[src/rtl/seg7_pkg.sv]
// Shared constants for the 4-digit multiplexed 7-segment driver: segment ROM,
// blank/off codes and the anode-select helper.
package seg7_pkg;

  localparam int NDIG = 4;

  localparam logic [6:0] SEG_BLANK = 7'h7F;
  localparam logic [3:0] AN_OFF    = 4'b1111;

  // Active-low {g,f,e,d,c,b,a} patterns for hex digits 0..F.
  localparam logic [6:0] SEG_ROM [0:15] = '{
    7'h40, 7'h79, 7'h24, 7'h30, 7'h19, 7'h12, 7'h02, 7'h78,
    7'h00, 7'h10, 7'h08, 7'h03, 7'h46, 7'h21, 7'h06, 7'h0E
  };

  typedef logic [1:0] dig_idx_t;

  function automatic logic [3:0] anode_for(input dig_idx_t idx);
    logic [3:0] a;
    a = AN_OFF;
    a[2'd3 - idx] = 1'b0;
    return a;
  endfunction

endpackage

[src/rtl/hex_to_seg7.sv]
// Combinational hex nibble to active-low 7-segment pattern lookup.
module hex_to_seg7
  import seg7_pkg::*;
(
  input  logic [3:0] nib,
  output logic [6:0] seg
);

  assign seg = SEG_ROM[nib];

endmodule

[src/rtl/seg7_scan_driver.sv]
// 4-digit common-anode 7-segment scan driver with per-frame snapshot of dataBus.
// Optional leading-zero blanking when SEG7_LZ_BLANK_EN is defined.
module seg7_scan_driver
  import seg7_pkg::*;
#(
  parameter int SCAN_DIV = 100000
) (
  input  logic        clk,
  input  logic        clr,
  input  logic        en,
  input  logic [15:0] dataBus,
  output logic [3:0]  an,
  output logic [6:0]  seg,
  output logic        dp,
  output logic        frame_done
);

  localparam int            PW      = $clog2(SCAN_DIV);
  localparam logic [PW-1:0] PRE_MAX = PW'(SCAN_DIV - 1);
  localparam logic [PW-1:0] PRE_ONE = PW'(1);

  logic [PW-1:0] pre_r;
  dig_idx_t      idx_r;
  logic [15:0]   snap_r;
  logic [3:0]    an_r;
  logic [6:0]    seg_r;
  logic          dp_r;
  logic          frame_done_r;

  logic          tick_s;
  dig_idx_t      idx_next_s;
  logic [3:0]    nib_s;
  logic [6:0]    dec_s;
  logic [3:0]    blank_s;
  logic [3:0]    an_next_s;
  logic [6:0]    seg_next_s;

  // Slot-end strobe and next digit index.
  always_comb begin
    tick_s     = en && (pre_r == PRE_MAX);
    idx_next_s = idx_r + 2'd1;
  end

  // Select the snapshot nibble for the digit currently being scanned.
  always_comb begin
    nib_s = 4'h0;
    case (idx_r)
      2'd0:    nib_s = snap_r[15:12];
      2'd1:    nib_s = snap_r[11:8];
      2'd2:    nib_s = snap_r[7:4];
      default: nib_s = snap_r[3:0];
    endcase
  end

  hex_to_seg7 u_dec (
    .nib (nib_s),
    .seg (dec_s)
  );

`ifdef SEG7_LZ_BLANK_EN
  // A digit is blanked only if it and every digit to its left are zero.
  always_comb begin
    blank_s    = 4'b0000;
    blank_s[0] = (snap_r[15:12] == 4'h0);
    blank_s[1] = (snap_r[15:12] == 4'h0) && (snap_r[11:8] == 4'h0);
    blank_s[2] = (snap_r[15:12] == 4'h0) && (snap_r[11:8] == 4'h0)
                 && (snap_r[7:4] == 4'h0);
    blank_s[3] = 1'b0;
  end
`else
  assign blank_s = 4'b0000;
`endif

  // Next anode/segment values; dark whenever scanning is disabled.
  always_comb begin
    an_next_s  = AN_OFF;
    seg_next_s = SEG_BLANK;
    if (en) begin
      an_next_s  = anode_for(idx_r);
      seg_next_s = blank_s[idx_r] ? SEG_BLANK : dec_s;
    end else begin
      an_next_s  = AN_OFF;
      seg_next_s = SEG_BLANK;
    end
  end

  // Prescaler, digit index and frame snapshot.
  always_ff @(posedge clk) begin
    if (!clr) begin
      pre_r  <= '0;
      idx_r  <= 2'd3;
      snap_r <= 16'h0000;
    end else if (tick_s) begin
      pre_r <= '0;
      idx_r <= idx_next_s;
      if (idx_next_s == 2'd0) begin
        snap_r <= dataBus;
      end
    end else if (en) begin
      pre_r <= pre_r + PRE_ONE;
    end
  end

  // Registered display outputs; an and seg change on the same edge.
  always_ff @(posedge clk) begin
    if (!clr) begin
      an_r         <= AN_OFF;
      seg_r        <= SEG_BLANK;
      dp_r         <= 1'b1;
      frame_done_r <= 1'b0;
    end else begin
      an_r         <= an_next_s;
      seg_r        <= seg_next_s;
      dp_r         <= 1'b1;
      frame_done_r <= tick_s && (idx_r == 2'd3);
    end
  end

  assign an         = an_r;
  assign seg        = seg_r;
  assign dp         = dp_r;
  assign frame_done = frame_done_r;

endmodule
[config.mk]
export PLATFORM = sky130hd
export DESIGN_NAME = seg7_scan_driver
export DESIGN_NICKNAME = d
export VERILOG_FILES = /design/src/rtl/seg7_pkg.sv /design/src/rtl/hex_to_seg7.sv /design/src/rtl/seg7_scan_driver.sv
export SDC_FILE = /design/constraint.sdc
export NUM_CORES = 1
export LEC_CHECK = 0
export ABC_AREA = 1
export CORE_MARGIN = 2
export CORE_UTILIZATION = 40
export CTS_CLUSTER_SIZE = 14
export DETAILED_ROUTE_END_ITERATION = 12
export PLACE_DENSITY = 0.71
export RECOVER_POWER = 25
export SYNTH_ARGS = -nofsm -noshare
export SYNTH_HDL_FRONTEND = slang
export SYNTH_HIERARCHICAL = 1
export SYNTH_SLANG_ARGS = --single-unit
export TNS_END_PERCENT = 50
[constraint.sdc]
create_clock -name clk -period 2.4 [get_ports clk]
set_clock_uncertainty 0.2 [all_clocks]
set_input_delay 0.6 -clock clk [delete_from_list [all_inputs] [get_ports clk]]
set_output_delay 0.6 -clock clk [all_outputs]
set_load 0.005 [all_outputs]
Word level (Yosys, flattened, before mapping)
Memory sizes are Yosys's and may differ from the RTL's. A register that Yosys moved wholly into a read port is not among the register bits.
Cells that the tools add are included.
- bits in registers: 40
- memory bits (read-only): 112
- input bits: 19
- output and inout bits: 13
- word-level logic and storage cells: 34
- memories kept: 1
- memory list (memory ; words ; bits a word ; rd ports ; clocked after Yosys merged registers in ; write ports ; line ; text):
    (name not given) ; 16 ; 7 ; 1 ; 1 ; 0 ; hex_to_seg7.sv:9 ; assign seg = SEG_ROM[nib];
- add/sub/neg operators: 3
- $lt $le $gt $ge: 3
- eq/ne operators: 4
- muxes and demuxes: 5
- bitwise gates (word level): 4
- reductions and logical operators: 9
- operators by type and width (operator ; number):
    adder 17 x 1 -> 17 bit (second input constant) ; 1
    equality test 17 bit (second input constant) ; 1
    one-hot mux 4 bit (3 select lines) ; 1
    less-than comparator 2 x 3 -> 1 bit (second input constant) ; 2
    inverter 4 -> 5 bit ; 1
    equality test 2 bit (second input constant) ; 2
    zero test 2 bit ; 2
    inverter 4 bit ; 1
    AND reduction 2 bit ; 2
    logical AND 1 bit ; 3
    OR reduction 3 bit ; 1
    adder 2 x 1 -> 2 bit (second input constant) ; 1
    binary-select mux 1 bit (select 2 bit) ; 1
    demux 1 bit (select 2 bit) ; 1
    equality test 2 x 1 -> 1 bit (second input constant) ; 1
    greater-or-equal comparator 2 x 1 -> 1 bit (second input constant) ; 1
    two-way mux 1 bit ; 2
    inverter 1 bit ; 2
    OR reduction 2 bit ; 1
    subtractor 2 bit (first input constant) ; 1

Logic depth before layout (Yosys ltp)
Gate-level depths: netlist (run 1).
- word-level depth: 6
- gate-level depth with buffers: 13

By module
Netlist (run 1), hierarchy kept.
- modules (own cells, without submodules) (module ; instances ; cells an instance ; area each (sq um) ; seq. area each (sq um)):
    seg7_scan_driver ; 1 ; 338 ; 2363.5 ; 940.9
    hex_to_seg7 ; 1 ; 49 ; 274.0 ; 0.0

Least setup slack after synthesis (run 1)
OpenSTA, ideal clock, no wires.
- kind: flip-flop to flip-flop
- from: register idx_r[0]
- to: register seg_r[3] (netlist: seg[3])
- library setup time: 0.123 ns
- data arrival time: 2.148 ns
- setup slack: -0.071 ns
- cell stages (with the launch flop): 13
- path buffers: 0
- clock period less this slack: 2.471 ns
- path through: dfxtp_1 -> inv_1 -> ha_1 -> inv_1 -> o22ai_1 -> a21oi_1 -> o21ai_0 -> inv_1 -> ha_1 -> nand2_1 -> nand3_1 -> nand2_1 -> or2_2
- word-level cells in the longest chain between the ends: 3
- ends and longest elaborated chain (item ; line ; text):
    start, declared ; seg7_scan_driver.sv:23 ; dig_idx_t idx_r;
    start signal, assigned ; seg7_scan_driver.sv:95 ; idx_r <= idx_next_s;
    equality test 2 bit, or another cell as far along ; seg7_scan_driver.sv:47 ; case (idx_r)
    one-hot mux 4 bit (3 select lines) * ; seg7_scan_driver.sv:47 ;
    named net nib_s[1] ; seg7_scan_driver.sv:32 ; logic [3:0] nib_s;
    inverter 4 -> 5 bit (implied by the code) * ; hex_to_seg7.sv:9 ;
    end, declared ; seg7_scan_driver.sv:26 ; logic [6:0] seg_r;
The timed path passes the listed nets; every way through them passes the cells marked *. The select of a mux whose other input is x is not followed.
A chain may end at the register's enable or synchronous reset.

Worst setup path after layout (run 1)
- from: input en
- to: register snap_r[6]
- word-level cells in the longest chain between the ends: 2
- ends and longest elaborated chain (item ; line ; text):
    start, declared ; seg7_scan_driver.sv:10 ; input logic en,
    logical AND 1 bit ; seg7_scan_driver.sv:40 ; tick_s = en && (pre_r == PRE_MAX);
    AND reduction 2 bit (no line) ; -- ;
    end signal, assigned ; seg7_scan_driver.sv:97 ; snap_r <= dataBus;
    end, declared ; seg7_scan_driver.sv:24 ; logic [15:0] snap_r;
No other way between the ends.

==> flow_summary_export.csv, run 1 <==
group,metric,value,unit
placement,port_buffers,30,
placement,routabilityCongestion,0.832,
synth,synth_top_family_by_area,"simple AND/OR/NAND/NOR gates",
placement,place_ws,0.0355,ns
worst_setup_path,rr_worst_depth,12,
sta,setup_slack,0.140,ns
sta,setup_viol,0,
floorplan,io_pins,32,
job,cap_violations,0,
worst_setup_path,worst_path_max_delay_cell,"dlygate4sd3_1",
route,ant_nets,0,
clock_tree,ctsResizeCount,0,
worst_setup_path,r2r_start,"idx_r[0]$_SDFFE_PN1P_",
synth,synth_common_cells,"nand2_1, inv_1, dfxtp_1",
finish,multi_input_area,0.00131,mm2
worst_setup_path,cp-end-kind,"register",
clock_tree,cts_tree,"yes",
power,fin_total_pwr,1.56,mW
finish,fin_nets,453,
floorplan,floorplan.die_area,0.00726,mm2
sta,min_period,2.26,ns
worst_setup_path,crit_buf_inv,3,
synth,synth_edf_count,0,
clock_tree,post_cts_buffers,0,
sta,rsz0062_at_grt,"yes",
finish,fillCellCount,621,
global_routing,grt_pass1_wl,8930,um
synth,yosys_warnings,6,
synth,synth.avg_cell_area,6.82,um2
sta,slew_viol_final,0,
worst_setup_path,start_kind,"primary input",
synth,synth_ff_type,"dfxtp_1",
synth,synthSimpleGateAreaFrac,0.356,
floorplan,fp.coreArea,0.00635,mm2
worst_setup_path,cp.depth,9,
finish,syn_to_final_growth,19.6,%
synth,yosysTopAreaCell,"dfxtp_1",
floorplan,die_w,85.2,um
sta,hold_viol_final,0,
global_routing,grt_max_degree,19,
synth,synth_fp_nets,419,
route,vias_per_cell,4.57,
synth,synthXorXnorAreaFrac,0.0266,
floorplan,start_util,0.415,
synth,syn-cell-area,0.00264,mm2
clock_tree,clock-sinks,47,
clock_tree,hold_buffers,0,
finish,seqCellArea,946,um2
worst_setup_path,crit_required,2.40,ns
synth,synth-seq-cells,47,
synth,synth_fa_ha_area_frac,0.0617,
route,drtIter0Drc,111,
worst_setup_path,arrival,2.26,ns
finish,drive_gt1_frac,0.128,
clock_tree,path_clk_slew,0.09,ns
power,power_switching,305,uW
placement,postPlaceCellArea,0.00301,mm2
floorplan,rows,29,
worst_setup_path,path_delay_family,"buffers and inverters",
power,p_comb_frac,0.055,
route,via_count,2279,
worst_setup_path,worstPathCellList,"dlygate4sd3_1, inv_4, nor2_4, nand2_2, nor2_2, clkbuf_1, nand4_1, nand2_1, nor2_1",
clock_tree,h-tree-depth,2,
synth,synth_area_leaders,"dfxtp_1, nand2_1, inv_1, ha_1, nor2_1",
synth,yosysTopAreaCellShare,0.357,
worst_setup_path,slowest_delay,0.60,ns
power,p_seq_frac,0.509,
route,wl_per_cell,10.0,um
worst_setup_path,r2r_end,"seg[3]$_SDFF_PN1_",
finish,fin_area,0.00316,mm2
sta,period_share,0.942,
placement,dp_hpwl,3790,um
clock_tree,root_buffer,"clkbuf_8",
hold_path,hold_path.class,"register to register",
global_routing,antenna_found_initial,0,
power,p_clk_frac,0.436,
sta,max_freq,442,MHz
worst_setup_path,path_max_fanout,8,
finish,final_cells,499,
synth,synth_cell_types,29,
placement,dp_cells,491,
synth,synth-compound-area-share,0.0489,
clock_tree,cts_buffer_depth,2,
synth,yosysMostFrequentCell,"nand2_1",
worst_setup_path,crit_end,"snap_r[6]$_SDFFE_PN0P_",
global_routing,grtUsageTotal,0.149,
global_routing,grt_pass1_vias,2090,
power,p_int,1.25,mW
route,drc,0,
power,vdd_drop_max,296,uV
synth,seq_area_frac_synth,0.357,
clock_tree,insertion_delay,0.30,ns
worst_setup_path,crit_type,"primary input to register",
finish,n_antenna_cell,0,
worst_setup_path,regToRegSetupSlack,0.18,ns
synth,yosys-mux-area-fraction,0,
clock_tree,numCtsBuffers,5,
global_routing,grt-ovfl-total,0,
route,dr.pass1.iters,4,
floorplan,die_h,85.2,um
power,powerDensity,493,mW/mm2
synth,synthArstFlopShare,0,
synth,netlist_instances,387,
outcome,run_status,"finished, final reports clean",
power,p_leak,1.37,nW
route,wl,5000,um
power,netSwitchingFraction,0.196,
worst_setup_path,startpoint,"en",
sequential cells by signal, indices dropped and copies added, names as in the netlist:
signal / flops
frame_done: 1
idx_r: 2
seg: 7
snap_r: 16
pre_r: 17
an: 4
power by group through the flow:
stage / Combinational [mW] / Clock (mW) / Sequential, mW
global route: 0.0955 / 0.730 / 0.794
floorplan: 0.0400 / 0 / 0.813
CTS: 0.0887 / 0.699 / 0.794
detailed placement: 0.0885 / 0 / 0.813
finish: 0.0851 / 0.679 / 0.793
global placement: 0.0877 / 0 / 0.812
worst min-delay path by stage:
stage / slack (ns) / cells after the start / from / to
2_1_floorplan: 0.24 / 2 / pre_r[16]$_SDFFE_PP0P_ / pre_r[16]$_SDFFE_PP0P_
3_3_place_gp: 0.25 / 2 / pre_r[16]$_SDFFE_PP0P_ / pre_r[16]$_SDFFE_PP0P_
3_5_place_dp: 0.26 / 2 / pre_r[16]$_SDFFE_PP0P_ / pre_r[16]$_SDFFE_PP0P_
4_1_cts: 0.28 / 2 / pre_r[16]$_SDFFE_PP0P_ / pre_r[16]$_SDFFE_PP0P_
5_1_grt: 0.31 / 2 / pre_r[16]$_SDFFE_PP0P_ / pre_r[16]$_SDFFE_PP0P_
6_report: 0.28 / 2 / pre_r[16]$_SDFFE_PP0P_ / pre_r[16]$_SDFFE_PP0P_
layer usage:
layer  global-route usage  vias to the layer above  share of wire
met2                0.248                       49           0.46
met4               0.0505                        0          0.012
met5                    0                        -              0
met1                0.193                      978           0.49
li1                     -                     1246              -
met3               0.0282                        6          0.038
area by class of cell:
class / instances / area share
clock inverters: 3 / 0.0214
well taps: 77 / 0.0305
multi-input cells: 250 / 0.416
clock buffers: 5 / 0.0218
flip-flops and latches: 47 / 0.300
repair buffers: 41 / 0.119
inverters: 76 / 0.0912
cell families (layout without fill, tap and decap cells):
kind of cell    Yosys count  after routing
simple gates            204            204
compound gates           24             24
other cells               1              1
buf+inv                  90            125
xor+xnor                  8              8
flops                    47             47
fa+ha+maj                13             13
metrics by stage:
step           hold WS, ns  utilization   TNS, ns
6_report             0.275        0.497         0
2_1_floorplan        0.244            -         0
5_1_grt              0.307        0.497  -0.00198
3_3_place_gp         0.251        0.474         0
3_5_place_dp         0.263        0.474         0
4_1_cts              0.276        0.496         0
worst min-delay path, cell delays in order (launching register included):
cell	delay [ns]
dfxtp_1	0.32
nand2_1	0.06
a21oi_1	0.06
cell usage in the layout, fill, tap and decap left out, drive strengths merged, types with 9 or more instances in the layout:
cell type / instances
dlygate4sd3: 9
nor2: 47
a21oi: 11
buf: 9
o21ai: 9
dfxtp: 47
clkdlybuf4s50: 21
nand4: 19
nand2: 103
ha: 13
nand3: 23
inv: 76
(Power assumes the default switching activity.)
==> run 2: changes to the inputs <==
--- a/config.mk
+++ b/config.mk
@@ -10,8 +10,10 @@
 export CORE_UTILIZATION = 40
 export CTS_CLUSTER_SIZE = 14
 export DETAILED_ROUTE_END_ITERATION = 12
+export MAX_ROUTING_LAYER = met4
 export PLACE_DENSITY = 0.71
 export RECOVER_POWER = 25
+export SKIP_CTS_REPAIR_TIMING = 1
 export SYNTH_ARGS = -nofsm -noshare
 export SYNTH_HDL_FRONTEND = slang
 export SYNTH_HIERARCHICAL = 1
==> flow_summary_export.csv, run 2 (same netlist as run 1, synthesis figures left out) <==
group,metric,value,unit
worst_setup_path,worst_path_max_delay_cell,"dlygate4sd3_1",
global_routing,grtUsageTotal,0.153,
floorplan,io_pins,32,
clock_tree,insertion_delay,0.30,ns
clock_tree,cts_buffer_depth,2,
finish,final_cell_mix,"nand2_1, inv_1, dfxtp_1",
floorplan,die_h,85.2,um
clock_tree,path_clk_slew,0.09,ns
finish,fin_nets,453,
sta,setup_viol,0,
power,p_int,1.25,mW
sta,hold_viol_final,0,
route,wl,5000,um
placement,routabilityCongestion,0.845,
finish,final_common_cell,"nand2_1",
worst_setup_path,path_delay_family,"buffers and inverters",
finish,utilization,0.497,
power,p_clk_frac,0.437,
power,vdd_drop_max,296,uV
placement,dp_cells,491,
finish,largest_reg_flops,17,
sta,min_period,2.26,ns
route,wl_per_cell,10.0,um
worst_setup_path,crit_required,2.41,ns
placement,dp_hpwl,3790,um
clock_tree,h-tree-depth,2,
job,cap_violations,0,
worst_setup_path,arrival,2.27,ns
route,dr.pass1.iters,4,
outcome,run_status,"finished, final reports clean",
floorplan,rows,29,
power,netSwitchingFraction,0.197,
power,power_switching,307,uW
global_routing,grt_pass1_wl,8940,um
clock_tree,numCtsBuffers,5,
finish,final_cells,499,
power,p_leak,1.37,nW
route,vias_per_cell,4.59,
finish,n_antenna_cell,0,
floorplan,fp.coreArea,0.00635,mm2
sta,max_freq,442,MHz
worst_setup_path,cp-end-kind,"register",
global_routing,grt-ovfl-total,0,
floorplan,die_w,85.2,um
finish,drive_gt1_frac,0.128,
route,ant_nets,0,
sta,fin_setup_tns,0,ns
sta,slew_viol_final,0,
hold_path,hold_path.class,"register to register",
global_routing,antenna_found_initial,0,
placement,port_buffers,30,
floorplan,start_util,0.415,
global_routing,grt_pass1_vias,2086,
clock_tree,root_buffer,"clkbuf_8",
placement,postPlaceCellArea,0.00301,mm2
worst_setup_path,crit_buf_inv,3,
finish,fin_area,0.00316,mm2
worst_setup_path,start_kind,"primary input",
route,drtIter0Drc,105,
power,p_comb_frac,0.054,
power,p_seq_frac,0.508,
worst_setup_path,slowest_delay,0.60,ns
worst_setup_path,crit_type,"primary input to register",
clock_tree,clock-sinks,47,
floorplan,floorplan.die_area,0.00726,mm2
clock_tree,cts_tree,"yes",
worst_setup_path,worstPathCellList,"dlygate4sd3_1, inv_4, nor2_4, nand2_2, nor2_2, clkbuf_1, nand4_1, nand2_1, nor2_1",
finish,largest-register,"pre_r",
sta,rsz0062_at_grt,"yes",
power,powerDensity,494,mW/mm2
route,via_count,2291,
global_routing,grt_max_degree,19,
worst_setup_path,path_max_fanout,8,
finish,syn_to_final_growth,19.6,%
finish,fillCellCount,621,
route,drc,0,
sta,period_share,0.942,
==> run 2: cell counts in the layout (fill, tap and decap cells not counted) <==
No cell type changed its count.
==> run 2: cell type report <==
type | count | area (um2) | area share
Clock inverter | 3 | 67.6 | 0.0214
Timing Repair Buffer | 41 | 375 | 0.119
Inverter | 76 | 288 | 0.0912
Multi-Input combinational cell | 250 | 1310 | 0.416
Clock buffer | 5 | 68.8 | 0.0218
Sequential cell | 47 | 946 | 0.300
Tap cell | 77 | 96.3 | 0.0305
==> run 2: final timing paths <==
kind	start	endpoint	slack (ns)	cells after the start
setup reg to reg	idx_r[0]$_SDFFE_PN1P_	seg[5]$_SDFF_PN1_	0.18	13
hold / removal	pre_r[16]$_SDFFE_PP0P_	pre_r[16]$_SDFFE_PP0P_	0.28	2
hold reg to reg	pre_r[16]$_SDFFE_PP0P_	pre_r[16]$_SDFFE_PP0P_	0.28	2
setup / recovery	en	snap_r[6]$_SDFFE_PN0P_	0.14	9
==> run 2: layer usage <==
layer	vias up	GRT usage	routed length (um)
met1	992	0.193	2470
met4	0	0.0505	83
met5	-	-	0
met2	45	0.248	2260
li1	1245	-	-
met3	9	0.0282	186
==> run 2: worst min-delay path, cell delays in order, from the launching register on <==
cell and delay, ns:
dfxtp_1 0.32, nand2_1 0.06, a21oi_1 0.06
==> run 2: through the flow <==
| step | setup slack (ns) | hold slack, ns | power, mW |
|---|---|---|---|
| 2_1_floorplan | 0.0877 | 0.244 | 0.853 |
| 3_3_place_gp | 0.0977 | 0.251 | 0.900 |
| 3_5_place_dp | 0.0355 | 0.263 | 0.901 |
| 4_1_cts | 0.0184 | 0.276 | 1.58 |
| 5_1_grt | -0.00141 | 0.307 | 1.62 |
| 6_report | 0.138 | 0.275 | 1.56 |
==> run 2: power groups by stage <==
stage,combinational (mW),sequential (mW),clock [mW]
5_1_grt,0.0955,0.794,0.730
4_1_cts,0.0887,0.794,0.699
6_report,0.0849,0.793,0.681
3_3_place_gp,0.0877,0.812,0
3_5_place_dp,0.0885,0.813,0
2_1_floorplan,0.0400,0.813,0
